`config.mk`:
```
export PLATFORM = sky130hd
export DESIGN_NAME = sram_ctrl
export DESIGN_NICKNAME = d
export VERILOG_FILES = /design/src/rtl/sram_pkg.sv /design/src/rtl/sram_ctrl.sv
export SDC_FILE = /design/constraint.sdc
export NUM_CORES = 1
export LEC_CHECK = 0
export ABC_AREA = 1
export BUFFER_PORTS_ARGS = -buffer_cell sky130_fd_sc_hd__buf_2
export CAP_MARGIN = 10
export CORE_ASPECT_RATIO = 1.75
export CORE_MARGIN = 3
export CORE_UTILIZATION = 54
export CTS_BUF_LIST = sky130_fd_sc_hd__clkbuf_8
export DETAILED_ROUTE_END_ITERATION = 10
export GPL_ROUTABILITY_DRIVEN = 1
export PLACE_DENSITY_LB_ADDON = 0.3
export SYNTH_ARGS = -nofsm -noshare
export SYNTH_HDL_FRONTEND = slang
export SYNTH_SLANG_ARGS = --single-unit
```
`constraint.sdc`:
```
create_clock -name clock -period 4.18 [get_ports clock]
set_input_delay 0.627 -clock clock [delete_from_list [all_inputs] [get_ports clock]]
set_output_delay 0.627 -clock clock [all_outputs]
set_load 0.02 [all_outputs]
```
`src/rtl/sram_pkg.sv`:
```
// Shared definitions for the asynchronous SRAM controller and its arbiter:
// controller state encoding and the wait-state counter type.
package sram_pkg;

    typedef enum logic [1:0] {
        IDLE = 2'd0,
        RD   = 2'd1,
        WR   = 2'd2,
        ACK  = 2'd3
    } sram_state_t;

    localparam int WAIT_CNT_WIDTH = 4;

    typedef logic [WAIT_CNT_WIDTH-1:0] wait_cnt_t;

endpackage

```
`src/rtl/sram_ctrl.sv`:
```
// Avalon-MM slave to asynchronous SRAM bridge with fixed read/write wait states.
// All SRAM pins come straight from flops; the pad tristate lives one level up.
module sram_ctrl
    import sram_pkg::*;
#(
    parameter int ADDR_WIDTH = 20,
    parameter int DATA_WIDTH = 16,
    parameter int BE_WIDTH   = DATA_WIDTH / 8,
    parameter int READ_WAIT  = 2,
    parameter int WRITE_WAIT = 2
) (
    input  logic                  clock,
    input  logic                  reset_n,
    input  logic [ADDR_WIDTH-1:0] s_address,
    input  logic [BE_WIDTH-1:0]   s_byteenable,
    input  logic                  s_read,
    output logic [DATA_WIDTH-1:0] s_readdata,
    input  logic                  s_write,
    input  logic [DATA_WIDTH-1:0] s_writedata,
    output logic                  s_waitrequest,
    output logic [ADDR_WIDTH-1:0] sram_addr,
    output logic [DATA_WIDTH-1:0] sram_dq_out,
    input  logic [DATA_WIDTH-1:0] sram_dq_in,
    output logic                  sram_dq_oe,
    output logic                  sram_ce_n,
    output logic                  sram_oe_n,
    output logic                  sram_we_n,
    output logic [BE_WIDTH-1:0]   sram_be_n,
    output sram_state_t           dbg_state
);

    localparam wait_cnt_t RD_LOAD = wait_cnt_t'(READ_WAIT - 1);
    localparam wait_cnt_t WR_LOAD = wait_cnt_t'(WRITE_WAIT - 1);

    sram_state_t state;
    wait_cnt_t   wait_cnt;

    // Handshake: a request (s_read or s_write) is taken only in IDLE and is
    // finished in the single cycle where s_waitrequest=0 (ACK); the master must
    // hold its request until then, and address/data it changes meanwhile are
    // ignored because everything the SRAM sees was latched at acceptance.
    assign s_waitrequest = (state != ACK);
    assign dbg_state     = state;

    always_ff @(posedge clock or negedge reset_n) begin
        if (!reset_n) begin
            state       <= IDLE;
            wait_cnt    <= '0;
            s_readdata  <= '0;
            sram_addr   <= '0;
            sram_dq_out <= '0;
            sram_be_n   <= '1;
            sram_dq_oe  <= 1'b0;
            sram_ce_n   <= 1'b1;
            sram_oe_n   <= 1'b1;
            sram_we_n   <= 1'b1;
        end else begin
            case (state)
                IDLE: begin
                    // A simultaneous read and write is served as a read only.
                    if (s_read) begin
                        sram_addr  <= s_address;
                        sram_be_n  <= ~s_byteenable;
                        wait_cnt   <= RD_LOAD;
                        sram_ce_n  <= 1'b0;
                        sram_oe_n  <= 1'b0;
                        sram_we_n  <= 1'b1;
                        sram_dq_oe <= 1'b0;
                        state      <= RD;
                    end else if (s_write) begin
                        sram_addr   <= s_address;
                        sram_be_n   <= ~s_byteenable;
                        sram_dq_out <= s_writedata;
                        wait_cnt    <= WR_LOAD;
                        sram_ce_n   <= 1'b0;
                        sram_oe_n   <= 1'b1;
                        sram_we_n   <= 1'b0;
                        sram_dq_oe  <= 1'b1;
                        state       <= WR;
                    end
                end
                RD: begin
                    if (wait_cnt == '0) begin
                        s_readdata <= sram_dq_in;
                        sram_ce_n  <= 1'b1;
                        sram_oe_n  <= 1'b1;
                        state      <= ACK;
                    end else begin
                        wait_cnt <= wait_cnt - 1'b1;
                    end
                end
                WR: begin
                    // Data stays driven through ACK so it is held past the WE rising edge.
                    if (wait_cnt == '0) begin
                        sram_we_n <= 1'b1;
                        sram_ce_n <= 1'b1;
                        state     <= ACK;
                    end else begin
                        wait_cnt <= wait_cnt - 1'b1;
                    end
                end
                ACK: begin
                    sram_dq_oe <= 1'b0;
                    sram_ce_n  <= 1'b1;
                    sram_oe_n  <= 1'b1;
                    sram_we_n  <= 1'b1;
                    state      <= IDLE;
                end
                default: state <= IDLE;
            endcase
        end
    end

endmodule
```
==> parameters.txt, run 1 <==
Parameter                              Value

Die
  Floorplan row count    35
  CORE AREA    5300 um2
  Die boundary height    104 um
  Die width    61.9 um
  Die ar.    6440 um2
  Initial Utilization    55.8%
  Count of pins on the block boundary    119

Drt
  Remaining number of nets flagged by the antenna check after routing    0
  Average wire per standard cell    11.9 um
  Residual DRC count    0
  Drt initial violations    140
  Total number of vias    2339
  Number of iterations in the first detailed-routing pass    4
  Ratio of routed vias to standard cells    4.62
  WL final    6040 um

Clocking
  Clock latency of the later-clocked register in the worst-skew pair    0.32 ns
  CTS resizes    0
  Clock Sink Count    64
  Max Buffers Root-to-Sink    2
  Clock tree from TritonCTS    done
  Clock transition at the register clock pins on the worst setup and hold paths after CTS    0.07 ns
  Post-CTS Hold Buffers    0
  Root buf cell    clkbuf_8
  Number of setup buffers added after CTS    0
  # H-tree levels    3
  Number of buffers created by CTS    9

Synthesis
  Share of synthesized area occupied by flip-flops and latches    54.4%
  Adder-cell share of the synthesized area    2.96%
  Main combinational cell family by area after synthesis    compound AO/OA/AOI/OAI gates
  Synthesized-area fraction occupied by ao, oa, aoi and oai cells    16.5%
  Cell area after synthesis    2960 um2
  Yosys synthesis warning count    0
  Post-synthesis sequential element count    64
  Share of cell area taken by muxes after synthesis    0%
  Synthesized Nets    373
  Area share of and/or/nand/nor cells after synthesis    14.0%
  Fraction of synthesized cell area in xor and xnor cells    0.296%
  Library cells used by synthesis    23
  Cell count after synthesis    308
  Synth Area per Inst    9.60 um2

Global routing
  Wire length of the first global-routing pass    9760 um
  Vias in the first global route    2302
  Number of antenna violations at the first check in global routing    0
  Global routing usage summed across all routing layers    19.8%
  Maximum number of pins on one net before global-route repair    46
  Total gr overflow    0

STA
  Fmax    517 MHz
  Max-slew violations    0
  Sum of negative setup slack    0 ns
  Post-route minimum period    1.93 ns
  Endpoints failing hold    0
  Skew final    0.00941 ns
  Unrepaired setup endpoints after global routing    no
  Crit share post-route    46.2%
  Worst path setup slack after routing    2.25 ns
  Slew Limit Headroom    53.4%
  Transition time at the pin with the least slew margin    0.699 ns
  Setup-violating endpoint count in the final report    0

Worst setup path
  Slowest cell on crit path    dfrtp_1
  Worst stage delay on the critical path    0.42 ns
  R2R cell count    6
  WP data arrival    1.31 ns
  Endpoint kind of the worst setup timing path    output pin
  Class of the most critical setup path    register to output pin
  Crit-path cells    ha_1 > inv_1 > buf_2
  CP max FO    5
  Critical Path Start Type    register
  Required time at the worst-slack endpoint    3.55 ns

Place
  Final weighted congestion in routability-driven placement    0.867
  Setup slack at placement    2.38 ns
  HPWL after detailed placement    4610 um
  Count of input and output buffers    118

Final layout
  Antenna cell count    0
  Commonest non-fill, non-tap cells in the layout    buf_2 (118), nand2_1 (76), inv_1 (66)
  Leading cell type in the layout, fill and taps excluded    buf_2
  Signed area change from the synthesized netlist to the final layout    25.9%
  Number of fill cells    438
  Layout cells sized above 1    42.8%
  Fin nets    493

Power and ir drop
  Power density relative to cell area    837 nW/um2
  Leakage power figure    2.15 nW
  Worst voltage drop across the vdd grid    0.474 mV

Flow run
  Max Cap Viol    0

Outcome
  Run status    finished clean

Hold path
  Worst min-delay path category    input port to asynchronous set/reset pin
## logic make-up (layout without fill, tap and decap cells)
kind of cell	Yosys count	in the layout
compound gates	65	65
xor+xnor	1	1
fa+ha+maj	7	7
buf+inv	76	200
flops	64	64
simple gates	95	95
## synth_stat cells
master / count / area (um2)
nand3_4: 2 / 35.0
dfrtp_1: 59 / 1480
inv_1: 65 / 244
nand4_1: 2 / 12.5
o22ai_2: 1 / 12.5
buf_2: 2 / 10.0
o21ai_1: 16 / 80.1
xor2_1: 1 / 8.76
clkbuf_2: 1 / 5.00
o21ai_2: 38 / 333
nor2_2: 1 / 6.26
nand2_2: 2 / 12.5
o21ai_4: 1 / 16.3
o21a_1: 1 / 7.51
dfstp_2: 5 / 131
ha_1: 7 / 87.6
or2_1: 1 / 6.26
nand3_1: 8 / 40.0
nand3_2: 1 / 10.0
nand2_1: 76 / 285
o21ai_0: 8 / 40.0
nor2_1: 2 / 7.51
buf_6: 8 / 90.1
## where the power goes
| group | leakage, nW | switching [W] | internal, W | total, W |
|---|---|---|---|---|
| Combinational | 1.27 | 0.00102 | 0.000540 | 0.00156 |
| Sequential | 0.781 | 0.000159 | 0.000942 | 0.00110 |
| Clock | 0.0924 | 0.000218 | 0.000240 | 0.000458 |
## cell type report
cell class              count  area, um2  share of cell area (%)
repair buffers            120        606                    16.3
multi-input cells         168       1000                    26.9
clock buffers              11        151                    4.07
flip-flops and latches     64       1610                    43.2
clock inverters             4       21.3                   0.571
inverters                  65        244                    6.55
well taps                  74       92.6                    2.49
## registers in the layout, summed over array words and instances, names as in the netlist
register     flops
sram_addr       20
s_readdata      16
sram_dq_out     16
wait_cnt         4
dbg_state        2
sram_be_n        2
sram_ce_n        1
sram_dq_oe       1
sram_oe_n        1
sram_we_n        1
## metal layers
layer	wire length (um)	share of wire, %	vias to the layer above	GRT usage (%)
met1	2430	40	1044	22.8
met3	364	6.0	16	3.48
li1	-	-	1182	-
met2	3120	52	97	33.2
met4	134	2.2	0	9.86
met5	0	0	-	0
## through the flow
stage                     power, W  utilization, %  instance area (um2)  hold WS [ns]  std cells
after detailed placement   0.00268            67.0                 3550         0.450        491
final                      0.00312            70.3                 3720         0.342        506
after floorplan            0.00225               -                 2960         0.331        308
after global placement     0.00263            67.0                 3550         0.449        491
after CTS                  0.00315            70.3                 3720         0.365        506
after global routing       0.00337            70.3                 3720         0.388        506
## worst max-delay path, delay by kind of cell (launching register included)
| kind | cells | cell delay (ns) |
|---|---|---|
| fa+ha+maj | 1 | 0.26 |
| flops | 1 | 0.42 |
| buf+inv | 2 | 0.31 |
## final timing paths
kind / slack, ns / endpoint / start
max in group asynchronous: 2.94 / sram_dq_out[12]$_DFFE_PN0P_ / reset_n
hold reg to reg: 0.46 / sram_oe_n$_DFFE_PN1P_ / sram_oe_n$_DFFE_PN1P_
min in group clock: 0.45 / sram_be_n[1]$_DFFE_PN1P_ / s_byteenable[1]
hold / removal: 0.34 / sram_dq_out[4]$_DFFE_PN0P_ / reset_n
setup / recovery: 2.25 / s_waitrequest / dbg_state[0]$_DFFE_PN0P_
setup reg to reg: 2.39 / sram_dq_oe$_DFFE_PN0P_ / dbg_state[0]$_DFFE_PN0P_
No activity file was read; power rests on OpenSTA's default activity.
==> run 2, diff against run 1 <==
--- a/config.mk
+++ b/config.mk
@@ -10,7 +10,7 @@
 export CAP_MARGIN = 10
 export CORE_ASPECT_RATIO = 1.75
 export CORE_MARGIN = 3
-export CORE_UTILIZATION = 54
+export CORE_UTILIZATION = 50
 export CTS_BUF_LIST = sky130_fd_sc_hd__clkbuf_8
 export DETAILED_ROUTE_END_ITERATION = 10
 export GPL_ROUTABILITY_DRIVEN = 1
==> constraint.sdc (replaced) <==
create_clock -name clock -period 1.8 [get_ports clock]
set_input_delay 0.27 -clock clock [delete_from_list [all_inputs] [get_ports clock]]
set_output_delay 0.27 -clock clock [all_outputs]
set_load 0.02 [all_outputs]
==> run 2 against run 1 <==
  * Core utilization is 3.2 points lower
  * Clock power rose by 130%
  * Largest power group unchanged
  * Count of clock-buffer cells in the layout did not move
  * Highest routed layer unchanged
  * Setup slack lost 2.0 ns
  * Non-clock buffer count rose by 3
  * Via count down 0.26%
  * Power grew 130%
==> parameters.txt, run 2 (synthesis results as in run 1) <==
Parameter                              Value

STA
  Worst hold slack    0.0781 ns (-0.264 ns)
  Endpoints failing hold    0 (unchanged)
  Crit share post-route    87.9%
  Setup-violating endpoint count in the final report    0 (unchanged)
  Fmax    632 MHz
  Max-slew violations    0 (unchanged)
  Skew final    0.00720 ns (-0.00221 ns)
  Post-route minimum period    1.58 ns
  Transition time at the pin with the least slew margin    0.393 ns (-0.306 ns)
  Worst path setup slack after routing    0.218 ns (-2.03 ns)
  Unrepaired setup endpoints after global routing    no
  Sum of negative setup slack    0 ns (unchanged)
  Slew Limit Headroom    73.8% (+20 points)

Final layout
  Largest registers    sram_addr x20, s_readdata x16, sram_dq_out x16
  Fin nets    496 (+0.61%)
  Combined area of the multi-input logic cells    1000 um2 (unchanged)
  Flip-flop count of the largest register, all copies and words added    20 (unchanged)
  Commonest non-fill, non-tap cells in the layout    buf_2 (118), nand2_1 (76), inv_1 (66)
  Signed area change from the synthesized netlist to the final layout    27.7%
  Layout cells sized above 1    43.0% (+0.16 points)
  Sequential Area    1610 um2 (unchanged)
  Antenna cell count    0 (unchanged)
  Leading cell type in the layout, fill and taps excluded    buf_2
  Largest reg by FF count    sram_addr
  Number of fill cells    447 (+2.1%)

Worst setup path
  Critical Path Start Type    register
  CP max FO    5 (unchanged)
  R2R Path Start    dbg_state[0]$_DFFE_PN0P_
  Crit. Startpoint    dbg_state[0]$_DFFE_PN0P_
  Class of the most critical setup path    register to output pin
  WP data arrival    1.31 ns (about the same)
  Endpoint kind of the worst setup timing path    output pin
  Required time at the worst-slack endpoint    1.53 ns (-2.02 ns)

Global routing
  Vias in the first global route    2401 (+4.3%)
  Number of antenna violations at the first check in global routing    0 (unchanged)
  Maximum number of pins on one net before global-route repair    65 (+41%)
  Wire length of the first global-routing pass    10400 um (+6.1%)
  Total gr overflow    0 (unchanged)
  Global routing usage summed across all routing layers    19.2% (-0.60 points)

Die
  CORE AREA    5630 um2 (+6.3%)
  Die width    64.1 um (+3.5%)
  Die ar.    6910 um2 (+7.4%)
  Floorplan row count    36 (+2.9%)
  Initial Utilization    52.5% (-3.3 points)
  Count of pins on the block boundary    119 (unchanged)
  Die boundary height    108 um (+3.7%)

Clocking
  Clock Sink Count    64 (unchanged)
  CTS resizes    0 (unchanged)
  Clock latency of the later-clocked register in the worst-skew pair    0.33 ns (about the same)
  Clock tree from TritonCTS    done
  Number of setup buffers added after CTS    0 (unchanged)
  Post-CTS Hold Buffers    1 (+1)
  Max Buffers Root-to-Sink    2 (unchanged)
  Number of buffers created by CTS    9 (unchanged)
  Clock transition at the register clock pins on the worst setup and hold paths after CTS    0.06 ns (about the same)
  # H-tree levels    3 (unchanged)
  Root buf cell    clkbuf_8

Drt
  Average wire per standard cell    11.8 um (-1.6%)
  Residual DRC count    0 (unchanged)
  Remaining number of nets flagged by the antenna check after routing    0 (unchanged)
  Ratio of routed vias to standard cells    4.57 (-1.2%)
  Drt initial violations    141 (+0.71%)
  Total number of vias    2333 (-0.26%)
  WL final    6010 um (-0.63%)
  Number of iterations in the first detailed-routing pass    6 (+2)

Place
  Setup slack at placement    0.263 ns (-2.11 ns)
  Count of input and output buffers    118 (unchanged)
  Final weighted congestion in routability-driven placement    0.844 (-2.7%)
  HPWL after detailed placement    4490 um (-2.6%)

Power and ir drop
  Worst voltage drop across the vdd grid    1.13 mV (+140%)
  Power density relative to cell area    1930 nW/um2 (+130%)
  Leakage power figure    2.17 nW (+1.1%)

Hold path
  Launch point of the worst hold path    s_byteenable[0]
  Worst min-delay path category    input port to register

Outcome
  Run status    finished clean

Flow run
  Max Cap Viol    0 (unchanged)
## run 2: cell types whose count changed in the layout (fill, tap and decap cells not counted), sizes merged
cell / change
buf: +2
dlygate4sd3: +1
## run 2: final cells by class
class / instances / area share [%]
tap: 76 / 2.52
clock inverter: 4 / 0.563
timing repair buffer: 123 / 17.4
multi-input combinational: 168 / 26.5
inverter: 65 / 6.46
clock buffer: 11 / 4.01
sequential: 64 / 42.6
## run 2: layer usage
metal / vias up / GRT usage, % / routed length, um
met4: 0 / 11.8 / 228
met2: 98 / 33.2 / 3030
li1: 1190 / - / -
met1: 1026 / 21.1 / 2340
met5: - / 0 / 0
met3: 19 / 4.08 / 416
## run 2: worst max-delay path: stages, from the launching register on
cell and delay, ns:
dfrtp_1 0.42, ha_1 0.25, inv_1 0.13, buf_2 0.19
## run 2: path summary, 6_finish.rpt
path                                               to  slack [ns]  cells after the start
hold reg to reg                 sram_we_n$_DFFE_PN1P_        0.46                      2
hold / removal               sram_be_n[0]$_DFFE_PN1P_        0.08                      2
setup reg to reg              wait_cnt[0]$_DFFE_PN0P_        0.24                      6
max in group asynchronous       sram_ce_n$_DFFE_PN1P_        0.98                      3
setup / recovery                        s_waitrequest        0.22                      3
min in group asynchronous  sram_dq_out[5]$_DFFE_PN0P_        0.47                      3
## run 2: power breakdown
group	total (W)	leakage [nW]	switching, W	internal [W]
clock network	0.00106	0.0924	0.000503	0.000557
logic	0.00365	1.30	0.00235	0.00130
registers	0.00256	0.781	0.000375	0.00219
## run 2: through the flow
step / util, % / cells / area (um2) / total power, W
floorplan: - / 308 / 2960 / 0.00522
global placement: 63.8 / 495 / 3590 / 0.00616
detailed placement: 63.8 / 495 / 3590 / 0.00628
CTS: 67.1 / 511 / 3780 / 0.00737
global route: 67.1 / 511 / 3780 / 0.00788
finish: 67.1 / 511 / 3780 / 0.00728
